===== src/rtl/alu_result_buffer_if.sv =====
// alu_result_buffer_if: upstream ALU-result handshake and downstream writeback handshake
interface alu_result_buffer_if #(parameter int N = 64);
  logic         in_valid;
  logic         in_ready;
  logic [5:0]   in_sel;
  logic [N-1:0] result;
  logic [N-1:0] upper_result;
  logic         carry_flag;
  logic         overflow_flag;
  logic         zero_flag;
  logic         negative_flag;
  logic         parity_flag;
  logic         modulo_flag;
  logic         sign_flag;
  logic         out_valid;
  logic         out_ready;
  logic [5:0]   out_sel;
  logic [N-1:0] out_result;
  logic [N-1:0] out_upper;
  logic [6:0]   out_flags;
  modport master (
    output in_valid, in_sel, result, upper_result, carry_flag, overflow_flag, zero_flag,
           negative_flag, parity_flag, modulo_flag, sign_flag, out_ready,
    input  in_ready, out_valid, out_sel, out_result, out_upper, out_flags
  );
  modport slave (
    input  in_valid, in_sel, result, upper_result, carry_flag, overflow_flag, zero_flag,
           negative_flag, parity_flag, modulo_flag, sign_flag, out_ready,
    output in_ready, out_valid, out_sel, out_result, out_upper, out_flags
  );
endinterface


===== src/rtl/alu_result_buffer.sv =====
// alu_result_buffer: DEPTH-entry in-order FIFO of ALU results/flags/opcode; sticky flag register built when ALU_STICKY_FLAGS_EN is defined
module alu_result_buffer #(
  parameter int N     = 64,
  parameter int DEPTH = 4
) (
  input  logic                     clk,
  input  logic                     rst,
  alu_result_buffer_if.slave       bus,
  input  logic                     sticky_clr,
  output logic [$clog2(DEPTH):0]   count,
  output logic [6:0]               sticky_flags
);
  localparam int AW = $clog2(DEPTH);
  localparam logic [AW:0] FULL = (AW+1)'(DEPTH);
  logic [5:0]    sel_q [DEPTH];
  logic [N-1:0]  res_q [DEPTH];
  logic [N-1:0]  up_q  [DEPTH];
  logic [6:0]    flg_q [DEPTH];
  logic [AW-1:0] wr_q, rd_q;
  logic [AW:0]   cnt_q, cnt_d;
  logic          push, pop;
  logic [6:0]    in_flags;
  assign in_flags = {bus.sign_flag, bus.modulo_flag, bus.parity_flag, bus.negative_flag,
                     bus.zero_flag, bus.overflow_flag, bus.carry_flag};
  assign bus.in_ready  = cnt_q != FULL;
  assign bus.out_valid = cnt_q != '0;
  assign push          = bus.in_valid & bus.in_ready;
  assign pop           = bus.out_valid & bus.out_ready;
  assign count         = cnt_q;
  assign bus.out_sel    = sel_q[rd_q];
  assign bus.out_result = res_q[rd_q];
  assign bus.out_upper  = up_q[rd_q];
  assign bus.out_flags  = flg_q[rd_q];
  // occupancy moves only when exactly one of push/pop happens
  always_comb
    cnt_d = (push & ~pop) ? cnt_q + 1'b1 : (pop & ~push) ? cnt_q - 1'b1 : cnt_q;
  // pointers, occupancy and entry storage; reset clears storage so outputs read zero
  always_ff @(posedge clk or posedge rst)
    if (rst) begin
      wr_q  <= '0;
      rd_q  <= '0;
      cnt_q <= '0;
      for (int i = 0; i < DEPTH; i++) begin
        sel_q[i] <= '0;
        res_q[i] <= '0;
        up_q[i]  <= '0;
        flg_q[i] <= '0;
      end
    end else begin
      cnt_q <= cnt_d;
      if (push) begin
        wr_q        <= wr_q + 1'b1;
        sel_q[wr_q] <= bus.in_sel;
        res_q[wr_q] <= bus.result;
        up_q[wr_q]  <= bus.upper_result;
        flg_q[wr_q] <= in_flags;
      end
      if (pop) rd_q <= rd_q + 1'b1;
    end
`ifdef ALU_STICKY_FLAGS_EN
  logic [6:0] sticky_q, sticky_d;
  // clear drops history; a push in the same cycle still contributes its flags
  always_comb
    sticky_d = (sticky_clr ? 7'd0 : sticky_q) | (push ? in_flags : 7'd0);
  // sticky accumulation register
  always_ff @(posedge clk or posedge rst)
    if (rst) sticky_q <= '0;
    else     sticky_q <= sticky_d;
  assign sticky_flags = sticky_q;
`else
  logic unused_sticky_clr;
  assign unused_sticky_clr = sticky_clr;
  assign sticky_flags      = '0;
`endif
endmodule


===== src/flat_wrapper.sv =====
// flat-port wrapper written by rule: the top's interface ports become plain ports
module alu_result_buffer_flat 
#(
  parameter int N     = 64,
  parameter int DEPTH = 4
)
  (clk, rst, sticky_clr, count, sticky_flags, bus_in_valid, bus_in_sel, bus_result, bus_upper_result, bus_carry_flag, bus_overflow_flag, bus_zero_flag, bus_negative_flag, bus_parity_flag, bus_modulo_flag, bus_sign_flag, bus_out_ready, bus_in_ready, bus_out_valid, bus_out_sel, bus_out_result, bus_out_upper, bus_out_flags);
  alu_result_buffer_if #(.N(N)) bus_i ();
  input  logic clk;
  input  logic rst;
  input  logic sticky_clr;
  output logic [$clog2(DEPTH):0] count;
  output logic [6:0] sticky_flags;
  input wire logic [$bits(bus_i.in_valid)-1:0] bus_in_valid;
  input wire logic [$bits(bus_i.in_sel)-1:0] bus_in_sel;
  input wire logic [$bits(bus_i.result)-1:0] bus_result;
  input wire logic [$bits(bus_i.upper_result)-1:0] bus_upper_result;
  input wire logic [$bits(bus_i.carry_flag)-1:0] bus_carry_flag;
  input wire logic [$bits(bus_i.overflow_flag)-1:0] bus_overflow_flag;
  input wire logic [$bits(bus_i.zero_flag)-1:0] bus_zero_flag;
  input wire logic [$bits(bus_i.negative_flag)-1:0] bus_negative_flag;
  input wire logic [$bits(bus_i.parity_flag)-1:0] bus_parity_flag;
  input wire logic [$bits(bus_i.modulo_flag)-1:0] bus_modulo_flag;
  input wire logic [$bits(bus_i.sign_flag)-1:0] bus_sign_flag;
  input wire logic [$bits(bus_i.out_ready)-1:0] bus_out_ready;
  output wire logic [$bits(bus_i.in_ready)-1:0] bus_in_ready;
  output wire logic [$bits(bus_i.out_valid)-1:0] bus_out_valid;
  output wire logic [$bits(bus_i.out_sel)-1:0] bus_out_sel;
  output wire logic [$bits(bus_i.out_result)-1:0] bus_out_result;
  output wire logic [$bits(bus_i.out_upper)-1:0] bus_out_upper;
  output wire logic [$bits(bus_i.out_flags)-1:0] bus_out_flags;
  assign bus_i.in_valid = bus_in_valid;
  assign bus_i.in_sel = bus_in_sel;
  assign bus_i.result = bus_result;
  assign bus_i.upper_result = bus_upper_result;
  assign bus_i.carry_flag = bus_carry_flag;
  assign bus_i.overflow_flag = bus_overflow_flag;
  assign bus_i.zero_flag = bus_zero_flag;
  assign bus_i.negative_flag = bus_negative_flag;
  assign bus_i.parity_flag = bus_parity_flag;
  assign bus_i.modulo_flag = bus_modulo_flag;
  assign bus_i.sign_flag = bus_sign_flag;
  assign bus_i.out_ready = bus_out_ready;
  assign bus_in_ready = bus_i.in_ready;
  assign bus_out_valid = bus_i.out_valid;
  assign bus_out_sel = bus_i.out_sel;
  assign bus_out_result = bus_i.out_result;
  assign bus_out_upper = bus_i.out_upper;
  assign bus_out_flags = bus_i.out_flags;
  alu_result_buffer #(.N(N), .DEPTH(DEPTH)) u_core (.clk(clk), .rst(rst), .bus(bus_i), .sticky_clr(sticky_clr), .count(count), .sticky_flags(sticky_flags));
endmodule

===== config.mk =====
export PLATFORM = sky130hd
export DESIGN_NAME = alu_result_buffer_flat
export DESIGN_NICKNAME = d
export VERILOG_FILES = /design/src/rtl/alu_result_buffer_if.sv /design/src/rtl/alu_result_buffer.sv /design/src/flat_wrapper.sv
export SDC_FILE = /design/constraint.sdc
export NUM_CORES = 1
export LEC_CHECK = 0
export CAP_MARGIN = 20
export CORE_MARGIN = 4
export CORE_UTILIZATION = 61
export DETAILED_ROUTE_END_ITERATION = 10
export PLACE_DENSITY = 0.86
export SETUP_SLACK_MARGIN = 0.5
export SLEW_MARGIN = 20
export SYNTH_ARGS = -nofsm -noshare
export SYNTH_HDL_FRONTEND = slang
export SYNTH_SLANG_ARGS = --single-unit

===== constraint.sdc =====
create_clock -name clk -period 44.1 [get_ports clk]
set_input_delay 4.41 -clock clk [delete_from_list [all_inputs] [get_ports clk]]
set_output_delay 4.41 -clock clk [all_outputs]
set_load 0.1 [all_outputs]

# Yosys cells after proc, flatten, opt, wreduce, memory -nomap -nowiden
# Index checks and enable logic that the tools add are counted.
[totals]
ff_bits = 571
latch_bits = 0
mem_bits_rw = 0
mem_bits_ro = 0
out_inout_bits = 153
elab_cells = 62
n_memories = 0
[classes]
n_addsub = 4
mul = 0
div_mod_pow = 0
order_cmp = 3
eq_ne = 1
shift = 0
muxes = 24
bitwise = 8
reduce_logical = 3
[ops]
columns = ["cell", "count"]
rows = [
  ["256-bit bitwise mux", 2],
  ["64-bit 2-to-1 mux", 5],
  ["64-bit binary-select mux with 2-bit select", 2],
  ["64-bit demux with 2-bit select", 1],
  ["28-bit bitwise mux", 1],
  ["24-bit bitwise mux", 1],
  ["7-bit 2-to-1 mux", 3],
  ["6-bit 2-to-1 mux", 3],
  ["7-bit binary-select mux with 2-bit select", 1],
  ["7-bit demux with 2-bit select", 1],
  ["6-bit binary-select mux with 2-bit select", 1],
  ["6-bit demux with 2-bit select", 1],
  ["3-bit greater-or-equal comparator (second input constant)", 2],
  ["3-bit 2-to-1 mux", 2],
  ["2-bit NOT with 3-bit output", 2],
  ["2-bit by 1-bit adder with 2-bit output (second input constant)", 2],
  ["1-bit bitwise AND", 4],
  ["3-bit by 1-bit adder with 3-bit output (second input constant)", 1],
  ["3-bit by 1-bit < comparator with 1-bit output (second input constant)", 1],
  ["3-bit != test (second input constant)", 1],
  ["3-bit nonzero test", 1],
  ["3-bit by 1-bit subtractor with 3-bit output (second input constant)", 1],
  ["1-bit NOT", 2],
  ["2-bit nonzero test", 1],
  ["1-bit logical AND", 1],
]

# Depth between registers and ports, before layout
# Gate-level depths: netlist of run 1.
[depth]
ltp_word = 6
ltp_mapped = 8

# Worst setup path before layout of run 1
# Ideal clock, no wire load.
[synth_path]
path_type = "reg-to-output"
startpoint = "register u_core.cnt_q[0] (netlist: u_core.count[0])"
endpoint = "output bus_out_valid"
arrival_time_ns = 1.838
required_ns = 39.690
path_slack_ns = 37.852
stages_incl_launch_ff = 2
path_buffers = 0
cell_sequence = "dfrtp_1 -> or3_1"
[synth_between]
elab_chain_cells = 1
[synth_rtl]
columns = ["element", "line", "source"]
rows = [
  ["from (decl)", "alu_result_buffer.sv:20", "logic [AW:0] cnt_q, cnt_d;"],
  ["from (signal assigned)", "alu_result_buffer.sv:50", "cnt_q <= cnt_d;"],
  ["3-bit nonzero test", "alu_result_buffer.sv:26", "assign bus.out_valid = cnt_q != '0;"],
  ["to (decl)", "flat_wrapper.sv:27", "output wire logic [$bits(bus_i.out_valid)-1:0] bus_out_valid;"],
]
# No other way between the ends.

# Final worst setup path of run 1
[layout_path]
startpoint = "register u_core.rd_q[0]"
endpoint = "output bus_out_result[7]"
[layout_between]
elab_chain_cells = 4
[layout_rtl]
columns = ["element", "line", "source"]
rows = [
  ["from (decl)", "alu_result_buffer.sv:19", "logic [AW-1:0] wr_q, rd_q;"],
  ["from (signal assigned)", "alu_result_buffer.sv:58", "if (pop) rd_q <= rd_q + 1'b1;"],
  ["2-bit NOT with 3-bit output (implied by the code)", "alu_result_buffer.sv:31", "assign bus.out_result = res_q[rd_q];"],
  ["64-bit binary-select mux with 2-bit select", "alu_result_buffer.sv:31", ""],
  ["64-bit 2-to-1 mux (implied by the code) (2 in a row)", "alu_result_buffer.sv:31", ""],
  ["to (decl)", "flat_wrapper.sv:29", "output wire logic [$bits(bus_i.out_result)-1:0] bus_out_result;"],
]
# No other way between the ends. The select of a mux whose other input is x is not followed.

==> results.md, run 1 <==
- Final Cell Area: a little over 30000 µm²
- Slowest cell delay on critical path: 1.05 ns
- Largest net degree at the start of global routing: 152
- Prevailing post-synth register cell: dfrtp_1
- EDFF count, synth: 0
- Die ar.: 46300 µm²
- TNS Setup: 0 ns
- Drt first pass iters: 4
- Met2 Routed Length: 26800 µm
- Hold Crit Class: reg2reg
- Crit path DAT: 4.21 ns
- Port-buffer cells: 290
- Residual DRC: 0
- Initial antenna violation count: 6
- Crit end category: output port
- Vias in the first global route: 15715
- Final critical-path share of the clock period: 0.195
- Unrepaired setup endpoints after global routing: no
- Grt ovf: 0
- Wl on met1: 24500 µm
- Register area: 14300 µm²
- Top cell family by delay on the critical path: buffers and inverters
- Final Skew: 0.0214 ns
- Critical Path RT: 39.69 ns
- Hold Worst Slack: 0.501 ns
- Multi-input logic area: 11100 µm²
- Starting Density: 0.620
- Setup repair bufs after CTS: 0
- Vias: 13637
- Flops & latches, synth: 571
- First-pass GRT wire length: 90800 µm
- Post-Syn Area: 26200 µm²
- Share of cells above drive strength 1: 0.479
- Final GP Congestion: 0.708
- WL final: 56000 µm
- CTS resizes: 0
- Worst path cell trace: buf_12 > buf_4 > mux4_2 > clkdlybuf4s50_1
- Final core utilization: 0.738
- Top sig layer: met5
- Crit-path slowest cell: clkdlybuf4s50_1
- Met3 wire length: 3430 µm
- Core Region: around 42000 µm²
- Post-CTS Hold Buffers: 0
- Max_cap viols: 0
- Startpoint types: flop
- Fin. Hold Viols: 0
- Final setup fails: 0
- Die Height: 215 µm
- Placement Cell Area: slightly below 30000 µm²
- Shortest period the worst path allows: 8.62 ns
- Net total in the final layout: 1831
- Status: finished clean
- Ys async rst share: 1.00
- Slew Viols, Final: 0
- HPWL Detailed: 32800 µm
- Root Buffer: clkbuf_16
- Fill count: 2471
- Crit path kind: reg2out
- Clk sink count: 571
- Die Width: between 200 and 250 µm
- Worst-path clk slew: about 0.060 ns
- Wirelength per Cell: 24.7 µm
- Least-Margin Pin Slew: 1.10 ns
- CP Buf/Inv Count: 3
- DRT iter0 DRCs: between 700 and 800
- Synthesized instance count: 1408
- Via-to-Cell Ratio: approximately 6
- Top Ports: approximately 300
- Max Clock Freq: around 120 MHz
- Synth unique cells: 23
- Crit Path Max Fanout: between 100 and 150
- Ys Warns: 0
- Gr usage total: 0.246
- Post-route ant nets: 0
- Cts bufs inserted: 58
- Row count: 75
- Clock Path Buffers: 3
- H-tree depth: 2
- Sequential area share after synthesis: 0.545
- CTS tree: built
- Worst rel slew slack: 0.265
- Clk_lat worst skew: between 0.6 and 0.7 ns
- P&R area growth vs syn: 18.9%
- Avg Inst Size Synth: 18.6 µm²
[per-layer routing]
metal / global-route usage / vias up
li1: - / 5759
met1: 0.342 / 7467
met2: 0.389 / 321
met3: 0.0647 / 82
met4: 0.0694 / 8
met5: 0 / -
[layout make-up]
class,count,share of cell area
flip-flops and latches,571,0.459
clock inverters,20,0.00570
repair buffers,308,0.0982
clock buffers,88,0.0568
well taps,539,0.0217
multi-input cells,736,0.358
diodes,2,0.000161
inverters,4,0.000884
[layout by cell type, fill, tap and decap left out, drive strengths merged]
cell | netlist | layout
conb | 1 | 7
nand2 | 1 | 1
xor2 | 2 | 2
nor2 | 1 | 1
and3 | 4 | 4
dfrtp | 571 | 571
clkdlybuf4s50 | 0 | 290
or3b | 1 | 1
buf | 88 | 18
clkinv | 0 | 17
fa | 1 | 1
inv | 4 | 3
mux4 | 141 | 141
clkinvlp | 0 | 1
ha | 5 | 5
bufinv | 0 | 3
mux2 | 566 | 566
and2 | 1 | 1
diode | 0 | 2
or3 | 1 | 1
clkbuf | 15 | 88
xnor2 | 4 | 4
nand3 | 1 | 1
[state kept, by name (all words and copies together) (netlist names)]
register and cells:
u_core.count 3, u_core.wr_q 2, u_core.rd_q 2, u_core.flg_q 28
u_core.sel_q 24, u_core.res_q 256, u_core.up_q 256
[final timing paths]
path,startpoint,endpoint,slack (ns),cells past startpoint
worst max-delay path,u_core.rd_q[0],bus_out_result[7],35.48,4
worst min-delay path,u_core.res_q[117],u_core.res_q[117],0.50,1
worst max register to register,u_core.count[2],u_core.up_q[198],40.28,5
worst min register to register,u_core.res_q[117],u_core.res_q[117],0.50,1
max in group asynchronous,rst,u_core.up_q[253],36.89,5
min in group asynchronous,rst,u_core.up_q[1],4.32,2
[kinds of logic (layout without fill, tap and decap cells)]
logic type	Yosys count	after routing	share of synthesized area
AND/OR/NAND/NOR	10	10	0.00234
adder cells (fa/ha/maj)	6	6	0.00315
multiplexers	707	707	0.416
XOR/XNOR	6	6	0.00201
other	1	9	0.000143
buffers and inverters	107	420	0.0308
flip-flops	571	571	0.545
[synth_stat cells (2+ instances only)]
master	number	area share
mux2_2	206	0.089
buf_4	7	0.0020
dfrtp_1	571	0.55
mux2_4	360	0.21
mux4_2	141	0.12
buf_6	40	0.017
xor2_1	2	0.00067
xnor2_1	4	0.0013
buf_2	36	0.0069
clkbuf_1	15	0.0021
buf_8	3	0.0017
buf_1	2	0.00029
ha_1	5	0.0024
inv_1	4	0.00057
and3_1	4	0.00096
[stage by stage]
step / worst slack, ns / instances
6_report: 35.48 / 2268
3_3_place_gp: 35.74 / 2158
4_1_cts: 35.37 / 2266
5_1_grt: 35.19 / 2267
3_5_place_dp: 35.61 / 2158
2_1_floorplan: 23.72 / 1414
[worst reg2reg max path, stage by stage, from the launching register on]
cell     delay [ns]
dfrtp_1        0.41
or3b_4         0.28
and3_4         0.74
buf_4          0.95
buf_4          0.90
mux2_4         0.39
Power of run 1 is left out: the tool's default activity adds up to more than one toggle a clock period on the data nets, which glitch-free logic cannot reach.
==> run 2, diff against run 1 <==
- CORE_UTILIZATION: 61 -> 57
- PLACE_DENSITY: 0.86 -> 0.81
- clock period: 44.1 -> 7.95 ns (I/O delays scaled with it)
==> results.md, run 2 (same netlist as run 1, synthesis figures left out) <==
- CTS tree: built
- P&R area growth vs syn: 19.7%
- Wirelength per Cell: 23.9 µm
- Worst Setup SP: u_core.rd_q[1]
- Die ar.: 49500 µm²
- Vias in the first global route: 15350
- Most frequent cells in the layout: dfrtp_1, mux2_4, clkdlybuf4s50_1
- Root Buffer: clkbuf_16
- Largest net degree at the start of global routing: 163
- Commonest non-fill, non-tap cell in the layout: dfrtp_1
- Via-to-Cell Ratio: 5.78
- Hold Path Origin: u_core.res_q[101]
- Top Ports: about 300
- Post-route ant nets: 0
- HPWL Detailed: roughly 33000 µm
- Worst rel slew slack: 0.247
- Final critical-path share of the clock period: 0.587
- Clock Path Buffers: 3
- Unrepaired setup endpoints after global routing: no
- Final Skew: 0.0113 ns
- Fin cells: 2325
- Least-Margin Pin Slew: around 1.1 ns
- Crit end category: output port
- Hold Crit Class: reg2reg
- Port-buffer cells: between 200 and 300
- Status: finished clean
- Grt ovf: 0
- Fill count: 2870
- Final setup fails: 0
- Worst-path clk slew: 0.06 ns
- Shortest period the worst path allows: 4.67 ns
- Clk_lat worst skew: ~0.60 ns
- Core Region: 45400 µm²
- Max_cap viols: 0
- Setup repair bufs after CTS: 0
- Final GP Congestion: 0.713
- Crit path kind: reg2out
- CTS resizes: 0
- Slew Viols, Final: 0
- Gr usage total: 0.226
- Drt first pass iters: 5
- Fin. Hold Viols: 0
- Final Cell Area: between 30000 and 40000 µm²
- Placement Cell Area: 29300 µm²
- Vias: ~13000
- Startpoint types: flop
- Placed instance count: between 2000 and 2500
- Crit path DAT: 3.87 ns
- Starting Density: 0.577
- Net total in the final layout: 1832
- WL final: 55600 µm
- Max Clock Freq: 214 MHz
- Largest registers: u_core.res_q: 256 flops, u_core.up_q: 256 flops, u_core.flg_q: 28 flops
- Share of cells above drive strength 1: 0.480
- Critical Path RT: 7.15 ns
- First-pass GRT wire length: 89300 µm
- Die Width: 222 µm
- Clk sink count: around 570
- Reg2reg start: u_core.count[2]
- Residual DRC: 0
- Row count: 78
- Initial antenna violation count: 7
- Crit Path Max Fanout: 52
- H-tree depth: 2
- Die Height: roughly 220 µm
- DRT iter0 DRCs: 694
- Post-CTS Hold Buffers: 0
- Cts bufs inserted: 58
[run 2: stage by stage]
step | hold slack, ns | setup slack, ns | setup TNS [ns] | utilization
2_1_floorplan | 0.475 | -0.623 | -355.50 | -
3_3_place_gp | 0.484 | 3.89 | 0 | 0.646
3_5_place_dp | 0.489 | 3.90 | 0 | 0.646
4_1_cts | 0.503 | 3.23 | 0 | 0.690
5_1_grt | 0.513 | 3.16 | 0 | 0.691
6_report | 0.500 | 3.28 | 0 | 0.691
[run 2: area by class of cell]
type	count	area [µm²]	share of cell area
Antenna cell	1	2.50	0.0000798
Multi-Input combinational cell	736	11100	0.355
Clock buffer	86	1760	0.0562
Inverter	4	18.8	0.000599
Timing Repair Buffer	309	3130	0.0999
Sequential cell	571	14300	0.456
Tap cell	600	751	0.0239
Clock inverter	18	246	0.00786
[run 2: layer usage]
layer	share of wire	GRT usage
met1	0.44	0.322
met2	0.47	0.351
met3	0.065	0.0635
met4	0.020	0.0561
met5	0.0017	0
[run 2: worst max-delay path: stages (launching register included)]
cell and delay, ns:
dfrtp_4 0.88, buf_4 0.78, mux4_2 0.35, clkdlybuf4s50_1 1.20
[run 2: final timing paths]
path                                           to  slack (ns)  cells past startpoint
worst max-delay path             bus_out_flags[4]        3.28                      3
worst min-delay path            u_core.res_q[101]        0.50                      1
worst max register to register  u_core.res_q[152]        4.83                      4
worst min register to register  u_core.res_q[101]        0.50                      1
max in group asynchronous       u_core.res_q[195]        5.73                      4
min in group asynchronous          u_core.up_q[0]        0.75                      3
Power of run 2 is left out for the same reason.
